### src/rtl/arb_pkg.sv
// ---------------------------------------------------------------------------
// arb_pkg
// Shared definitions for the registered grant-hold arbiter:
//   - arb_state_e     : FSM state encoding (IDLE, GRANT, RELEASE)
//   - ARB_WIDTH_DEF   : default number of requesters
//   - ARB_MAX_HOLD_DEF: default maximum grant duration (timeout build only)
//   - onehot_to_idx() : one-hot vector (up to 64 bits) to binary index
// ---------------------------------------------------------------------------
package arb_pkg;

  typedef enum logic [1:0] {
    IDLE    = 2'd0,
    GRANT   = 2'd1,
    RELEASE = 2'd2
  } arb_state_e;

  localparam int ARB_WIDTH_DEF    = 8;
  localparam int ARB_MAX_HOLD_DEF = 16;

  // OR-reduces the indices of all set bits; exact for one-hot input and
  // returns 0 for an all-zero vector.
  function automatic logic [5:0] onehot_to_idx(input logic [63:0] oh);
    logic [5:0] idx;
    idx = 6'd0;
    for (int i = 0; i < 64; i++) begin
      if (oh[i]) idx = idx | 6'(i);
    end
    return idx;
  endfunction

endpackage

### src/rtl/prio_pick.sv
// ---------------------------------------------------------------------------
// prio_pick
// Purely combinational lowest-index-wins priority picker.
// Ports:
//   req_i  [WIDTH-1:0]  request vector
//   pick_o [WIDTH-1:0]  one-hot of the lowest set bit; all-zero for req_i == 0
// ---------------------------------------------------------------------------
module prio_pick #(
  parameter int WIDTH = 8
) (
  input  logic [WIDTH-1:0] req_i,
  output logic [WIDTH-1:0] pick_o
);

  // Two's-complement trick: req & -req isolates the lowest set bit and
  // naturally yields zero for a zero input.
  assign pick_o = req_i & (~req_i + WIDTH'(1));

endmodule

### src/rtl/arb_grant_ctrl.sv
// ---------------------------------------------------------------------------
// arb_grant_ctrl
// Registered grant-hold controller. Samples the request vector in IDLE,
// registers a one-hot grant for the lowest-index requester and holds it
// until the owner raises its done bit or drops its request, then spends one
// RELEASE cycle with everything cleared before re-arbitrating.
//
// Optional feature (compile-time macro ARB_TIMEOUT_EN): a hold counter
// force-releases a grant after MAX_HOLD cycles and pulses timeout for the
// RELEASE cycle. Without the macro the counter is absent and timeout is 0.
//
// Ports:
//   clk        in   clock, rising edge
//   rst        in   asynchronous active-high reset
//   req        in   [WIDTH-1:0] request vector
//   done       in   [WIDTH-1:0] release strobes (owner bit only honoured)
//   gnt        out  [WIDTH-1:0] registered one-hot grant
//   gnt_valid  out  registered, high while gnt is non-zero
//   gnt_id     out  [$clog2(WIDTH)-1:0] registered owner index, 0 when idle
//   timeout    out  registered force-release pulse
// ---------------------------------------------------------------------------
module arb_grant_ctrl
  import arb_pkg::*;
#(
  parameter int WIDTH    = ARB_WIDTH_DEF,
  parameter int MAX_HOLD = ARB_MAX_HOLD_DEF
) (
  input  logic                     clk,
  input  logic                     rst,
  input  logic [WIDTH-1:0]         req,
  input  logic [WIDTH-1:0]         done,
  output logic [WIDTH-1:0]         gnt,
  output logic                     gnt_valid,
  output logic [$clog2(WIDTH)-1:0] gnt_id,
  output logic                     timeout
);

  localparam int IDW = $clog2(WIDTH);
  localparam int SW  = $bits(arb_state_e);

  localparam logic [SW-1:0] S_IDLE    = IDLE;
  localparam logic [SW-1:0] S_GRANT   = GRANT;
  localparam logic [SW-1:0] S_RELEASE = RELEASE;

  if (MAX_HOLD < 2) begin : g_bad_max_hold
    $error("arb_grant_ctrl: MAX_HOLD must be at least 2");
  end

  logic [SW-1:0]    state_q, state_d;
  logic [WIDTH-1:0] gnt_q, gnt_d;
  logic             gnt_valid_q, gnt_valid_d;
  logic [IDW-1:0]   gnt_id_q, gnt_id_d;
  logic [WIDTH-1:0] pick;
  logic             rel_cond;

  prio_pick #(.WIDTH(WIDTH)) u_pick (
    .req_i  (req),
    .pick_o (pick)
  );

  // Only the current owner's bits matter; foreign done/req are ignored.
  assign rel_cond = done[gnt_id_q] | ~req[gnt_id_q];

`ifdef ARB_TIMEOUT_EN
  localparam int CW = $clog2(MAX_HOLD + 1);

  logic [CW-1:0] hold_q, hold_d;
  logic          timeout_q, timeout_d;
`endif

  always_comb begin
    state_d     = state_q;
    gnt_d       = gnt_q;
    gnt_valid_d = gnt_valid_q;
    gnt_id_d    = gnt_id_q;
`ifdef ARB_TIMEOUT_EN
    hold_d      = hold_q;
    timeout_d   = 1'b0;
`endif
    case (state_q)
      S_IDLE: begin
        if (|req) begin
          state_d     = S_GRANT;
          gnt_d       = pick;
          gnt_valid_d = 1'b1;
          gnt_id_d    = IDW'(onehot_to_idx(64'(pick)));
`ifdef ARB_TIMEOUT_EN
          hold_d      = '0;
`endif
        end
      end
      S_GRANT: begin
        // A genuine release wins over a coincident timeout limit, so the
        // timeout pulse only appears for a true force-release.
        if (rel_cond) begin
          state_d     = S_RELEASE;
          gnt_d       = '0;
          gnt_valid_d = 1'b0;
          gnt_id_d    = '0;
        end
`ifdef ARB_TIMEOUT_EN
        else if (hold_q == CW'(MAX_HOLD - 1)) begin
          state_d     = S_RELEASE;
          gnt_d       = '0;
          gnt_valid_d = 1'b0;
          gnt_id_d    = '0;
          timeout_d   = 1'b1;
        end else begin
          hold_d      = hold_q + CW'(1);
        end
`endif
      end
      S_RELEASE: begin
        state_d     = S_IDLE;
        gnt_d       = '0;
        gnt_valid_d = 1'b0;
        gnt_id_d    = '0;
      end
      default: begin
        state_d     = S_IDLE;
        gnt_d       = '0;
        gnt_valid_d = 1'b0;
        gnt_id_d    = '0;
      end
    endcase
  end

  always_ff @(posedge clk or posedge rst) begin
    if (rst) begin
      state_q     <= S_IDLE;
      gnt_q       <= '0;
      gnt_valid_q <= 1'b0;
      gnt_id_q    <= '0;
    end else begin
      state_q     <= state_d;
      gnt_q       <= gnt_d;
      gnt_valid_q <= gnt_valid_d;
      gnt_id_q    <= gnt_id_d;
    end
  end

`ifdef ARB_TIMEOUT_EN
  always_ff @(posedge clk or posedge rst) begin
    if (rst) begin
      hold_q    <= '0;
      timeout_q <= 1'b0;
    end else begin
      hold_q    <= hold_d;
      timeout_q <= timeout_d;
    end
  end

  assign timeout = timeout_q;
`else
  assign timeout = 1'b0;
`endif

  assign gnt       = gnt_q;
  assign gnt_valid = gnt_valid_q;
  assign gnt_id    = gnt_id_q;

endmodule

### config.mk
export PLATFORM = sky130hd
export DESIGN_NAME = arb_grant_ctrl
export DESIGN_NICKNAME = d
export VERILOG_FILES = /design/src/rtl/arb_pkg.sv /design/src/rtl/prio_pick.sv /design/src/rtl/arb_grant_ctrl.sv
export SDC_FILE = /design/constraint.sdc
export NUM_CORES = 1
export LEC_CHECK = 0
export ABC_AREA = 1
export CORE_MARGIN = 1
export CORE_UTILIZATION = 39
export DETAILED_ROUTE_END_ITERATION = 12
export HOLD_SLACK_MARGIN = 0.08
export PLACE_DENSITY = 0.74
export SYNTH_ARGS = -nofsm -noshare
export SYNTH_HDL_FRONTEND = slang
export SYNTH_HIERARCHICAL = 1
export SYNTH_SLANG_ARGS = --single-unit
export TNS_END_PERCENT = 1
### constraint.sdc
create_clock -name clk -period 1.5 [get_ports clk]
set_clock_uncertainty 0.2 [all_clocks]
set_input_delay 0.3 -clock clk [delete_from_list [all_inputs] [get_ports clk]]
set_output_delay 0.3 -clock clk [all_outputs]
set_load 0.01 [all_outputs]
Word-level counts from Yosys, hierarchy flattened:

Index checks and enable logic that the tools add are counted.

* register bits: 14
* bits in latches: 0
* bits in writable memories: 0
* bits in read-only memories: 0
* input bits: 18
* output and inout bits: 13
* memories kept: 0

* add/sub/neg operators: 1
* multiply operators: 0
* div/mod/pow operators: 0
* order comparisons: 1
* equality and inequality tests: 3
* shift operators: 0
* muxes and demuxes: 23
* bitwise logic cells: 4
* reduce and logical (&&, ||, !) cells: 3

Operators with widths (number)
* 3-bit 2-to-1 mux: 6
* 8-bit 2-to-1 mux: 2
* 8-bit case mux with 2 select lines: 1
* 8-bit by 1-bit adder with 8-bit output, second input constant: 1
* 8-bit AND: 1
* 2-bit 2-to-1 mux: 4
* 8-bit NOT: 1
* 8-bit OR reduction: 1
* 1-bit binary-select mux with 3-bit select: 2
* 3-bit case mux with 2 select lines: 1
* 1-bit 2-to-1 mux: 5
* 3-bit by 4-bit < comparator with 1-bit output, second input constant: 1
* 2-bit != test, second input constant: 2
* 2-bit case mux with 2 select lines: 1
* 2-bit by 1-bit equality test with 1-bit output, second input constant: 1
* 2-bit logical NOT: 1
* 1-bit case mux with 2 select lines: 1
* 2-bit AND reduction: 1
* 1-bit NOT: 1
* 1-bit bitwise OR: 1

Longest topological paths before layout:

* word-level depth: 12
* gate-level depth with buffers: 10
* depth with buffers taken out: 9

By module:

The synthesis kept the hierarchy.

Modules (own cells, without submodules)
* arb_grant_ctrl: times used 1, cells each 102, area each 755.7 um^2
* prio_pick: times used 1, cells each 20, area each 91.3 um^2

Worst setup path after synthesis:

OpenSTA, ideal clock, no wires.

* kind: register -> register
* start point: reg gnt_id_q[0] (netlist: gnt_id[0])
* end point: reg gnt_id_q[0] (netlist: gnt_id[0])
* arrival: 1.173 ns
* required time: 1.179 ns
* slack: 0.006 ns
* cell stages (with the launch flop): 11
* buffers on the path: 1
* clock period less this slack: 1.494 ns
* path through: dfrtp_1 > inv_2 > nand3_1 > nand3_1 > nand3_1 > nand2_1 > nand2_2 > nand2_2 > buf_6 > nand2_1 > nand2_1

* longest elaborated chain between the ends: 6
* elaborated cells on any way between the ends: 8
* those cells by class: 1 x eq/ne; 4 x mux; 2 x bitwise; 1 x reduce/logical

RTL lines
* from (decl): RTL line arb_grant_ctrl.sv:52 `logic [IDW-1:0] gnt_id_q, gnt_id_d;`
* from (signal assigned): RTL line arb_grant_ctrl.sv:138 `gnt_id_q <= gnt_id_d;`
* 1-bit binary-select mux with 3-bit select: RTL line arb_grant_ctrl.sv:62 `assign rel_cond = done[gnt_id_q] | ~req[gnt_id_q];`
* 1-bit 2-to-1 mux (not written as such): RTL line arb_grant_ctrl.sv:62
* 1-bit NOT: RTL line arb_grant_ctrl.sv:62
* 1-bit bitwise OR *: RTL line arb_grant_ctrl.sv:62
* 2-bit != test (no line) *
* 2-bit AND reduction (no line) *

Every way passes the cells marked *; elsewhere a longest branch is shown, timed or not. The select of a mux whose other input is x is not followed.
A chain may end at the register's enable or synchronous reset.

Worst setup path after layout:

* start point: in req[2]
* end point: reg gnt_q[5] (netlist: gnt[5])

* longest elaborated chain between the ends: 6
* elaborated cells on any way between the ends: 13
* those cells by class: 1 x add/sub; 2 x eq/ne; 4 x mux; 4 x bitwise; 2 x reduce/logical

RTL lines
* from (decl): RTL line arb_grant_ctrl.sv:30 `input logic [WIDTH-1:0] req,`
* branches (longest 6 deep; another with 8-bit by 1-bit adder with 8-bit output)
* to (signal assigned): RTL line arb_grant_ctrl.sv:136 `gnt_q <= gnt_d;`
* to (decl): RTL line arb_grant_ctrl.sv:50 `logic [WIDTH-1:0] gnt_q, gnt_d;`

Several ways; the timed one is not identified. The select of a mux whose other input is x is not followed.

==> summary.txt <==
pin count of the biggest net entering global routing: 14
residual DRC count: 0
Synth area leader: dfrtp_1
post-DR vias/cell: 4.76
Final GP Congestion: 0.908
DRT Pass-1 Iters: 4
share of cells above drive strength 1: 26.0%
Period minus WS final: 1.61 ns
register area: 327 um2
WP data arrival: 1.63 ns
initial drt markers: 18
largest family of logic cells by synthesized area: simple AND/OR/NAND/NOR gates
Global Route Usage Sum: 19.5%
Root Buffer: clkbuf_4
CP Launch Type: primary input
Synth Area in Simple Gates: 47.4%
Worst path slowest cell: clkdlybuf4s50_1
fmax: 620 MHz
CP Data Required Time: 1.51 ns
register bit total from synthesis: 13
Ys Warns: 6
H-tree lvl count: 1
Clk pin slew, worst setup/hold paths: 0.07 ns
type of the worst setup path: in2reg
register area share after synthesis: 38.4%
total gr overflow: 0
pre-CTS worst setup slack: -0.509 ns
Worst Path Max Fanout: 7
largest cells by area after synthesis: dfrtp_1 (38%), nand3_1 (15%), nand2_1 (13%), inv_1 (9.3%), nor2_1 (6.6%)
Commonest cells post-synth: nand2_1 (29), nand3_1 (26), inv_1 (21), nor2_1 (15), dfrtp_1 (13)
final setup margin: -0.113 ns
cts hold-fix bufs: 0
Final nets: 188
Post-Synthesis Cells: 122
Core Region: 2000 um2
most frequent cell after synthesis: nand2_1
Multi-input gate area: 494 um2
Clock Latency Late Sink: 0.27 ns
Post-synth EDFFs: 0
Routed Antenna Nets: 0
area share of fa/ha/maj cells after synthesis: 0%
worst vdd ir: 0.684 mV
Crit Reg-Reg Startpoint: gnt_id[0]
io pins: 31
RSZ-0062 raised after global routing: true
Die ar.: 2360 um2
Yosys cell types: 19
final hold violations: 0
number of global-route vias before repair: 853
top_reg_cell synth: dfrtp_1
R2R Setup Slk: -0.10 ns
Layout area overhead: 63.4%
crit-path most repeated cell: nand2_1
Post-Synthesis Cell Area: 847 um2
Max-cap violations: 0
HP Class: in2async
Die W: 48.6 um
Worst Setup SP: req[2]
Synth Net Count: 140
peak per-stage delay on the critical path: 0.46 ns
first-pass GRT wire length: 3590 um
die height: 48.6 um
starting density of the core: 42.3%
initial antenna violation count: 0
R2R depth: 9
maximum clock path buffer count: 2
TritonCTS buffer count: 3
P per Cell Area: 954 nW/um2
routed vias: 933
Sink Count: 13
CTS tree: built
leakage: 0.803 nW
final wirelength: 2340 um
Setup crit end kind: flip-flop
violated checks: setup timing
Synth top area share: 38.4%
ant diodes: 0
post-route setup TNS: -1.21 ns
status: finished with violations
worst-path cell chain: clkdlybuf4s50_1 -> nor2_1 -> nand4_4 -> nand2_4 -> nand2_1 -> nand2_1
Port-buffer cells: 29
ys async rst share: 100%
dpl hpwl: 1710 um
Final Setup Violations: 13
Fillers: 174
final slew viol count: 0
xor/xnor share of the synthesized area: 0%
syn_area_per_cell: 6.94 um2
proportion of synthesized area in mux cells: 0%
Pwr Total: 0.00132 W
Rows: 16
Reg-to-Reg End: gnt_id[1]
WL/cell: 11.9 um
Final period util: 108%
Compound-Gate Fraction of Synth Area: 0.886%
worst max-delay path by stage:
stage / endpoint / slack (ns) / cells after the start
after global routing: gnt_id[1] / -0.18 / 10
after detailed placement: gnt_id[2] / -0.51 / 6
final: gnt[5] / -0.11 / 6
after floorplan: gnt_id[0] / 0.006 / 10
after global placement: gnt[2] / -0.46 / 6
after CTS: gnt_id[2] / -0.18 / 6
placed cells by master, fill, tap and decap left out, types with 7 or more instances in the layout:
cell,instances
nand3_1,23
inv_1,21
nand2_1,20
buf_4,15
nor2_1,13
dfrtp_1,12
dlygate4sd2_1,11
clkdlybuf4s50_1,10
nand2_2,9
dlymetal6s2s_1,7
per-stage QoR:
step | cells | utilization [%] | area [um2] | hold WS [ns]
CTS | 195 | 64.1 | 1280 | 0.108
floorplan | 122 | - | 847 | -0.0230
detailed placement | 185 | 60.9 | 1220 | 0.263
finish | 196 | 69.1 | 1380 | 0.113
global route | 196 | 69.1 | 1380 | 0.133
global placement | 185 | 60.9 | 1220 | 0.259
metal layers:
layer,global-route usage [%],vias to the layer above,part of all wire [%]
met3,5.03,4,4.3
met2,37.5,19,53
met1,22.0,435,42
met5,0,-,0
met4,1.47,0,1.2
li1,-,475,-
worst max-delay path, delay by kind of cell:
kind / cells / cell delay [ns]
buffers and inverters: 1 / 0.46
AND/OR/NAND/NOR: 5 / 0.86
power breakdown:
part / switching (W) / total (W) / internal (W)
registers: 0.0000442 / 0.000457 / 0.000413
clock network: 0.000107 / 0.000210 / 0.000103
logic: 0.000352 / 0.000653 / 0.000300
timing repair:
item | in CTS | in global routing
cloned | 0 | 1
buffers inserted | 6 | 0
setup endpoints to repair | 25 | 14
resized for setup | 14 | 28
pin swaps | 0 | 6
logic make-up after synthesis:
group / count (synthesis)
other: 1
AO/OA/AOI/OAI: 1
buffers and inverters: 25
AND/OR/NAND/NOR: 82
flip-flops: 13
sequential cells by signal (all words and copies together) (netlist names):
name	cells
gnt_id	3
gnt	8
state_q	2
area by class of cell:
class                           instances  area share, %
Clock buffer                            4           1.90
Timing Repair Buffer                   45           30.2
Inverter                               22           6.15
Sequential cell                        13           23.6
Tap cell                               27           2.44
Multi-Input combinational cell         85           35.7
Note: power is estimated with default switching activity, not from simulation.
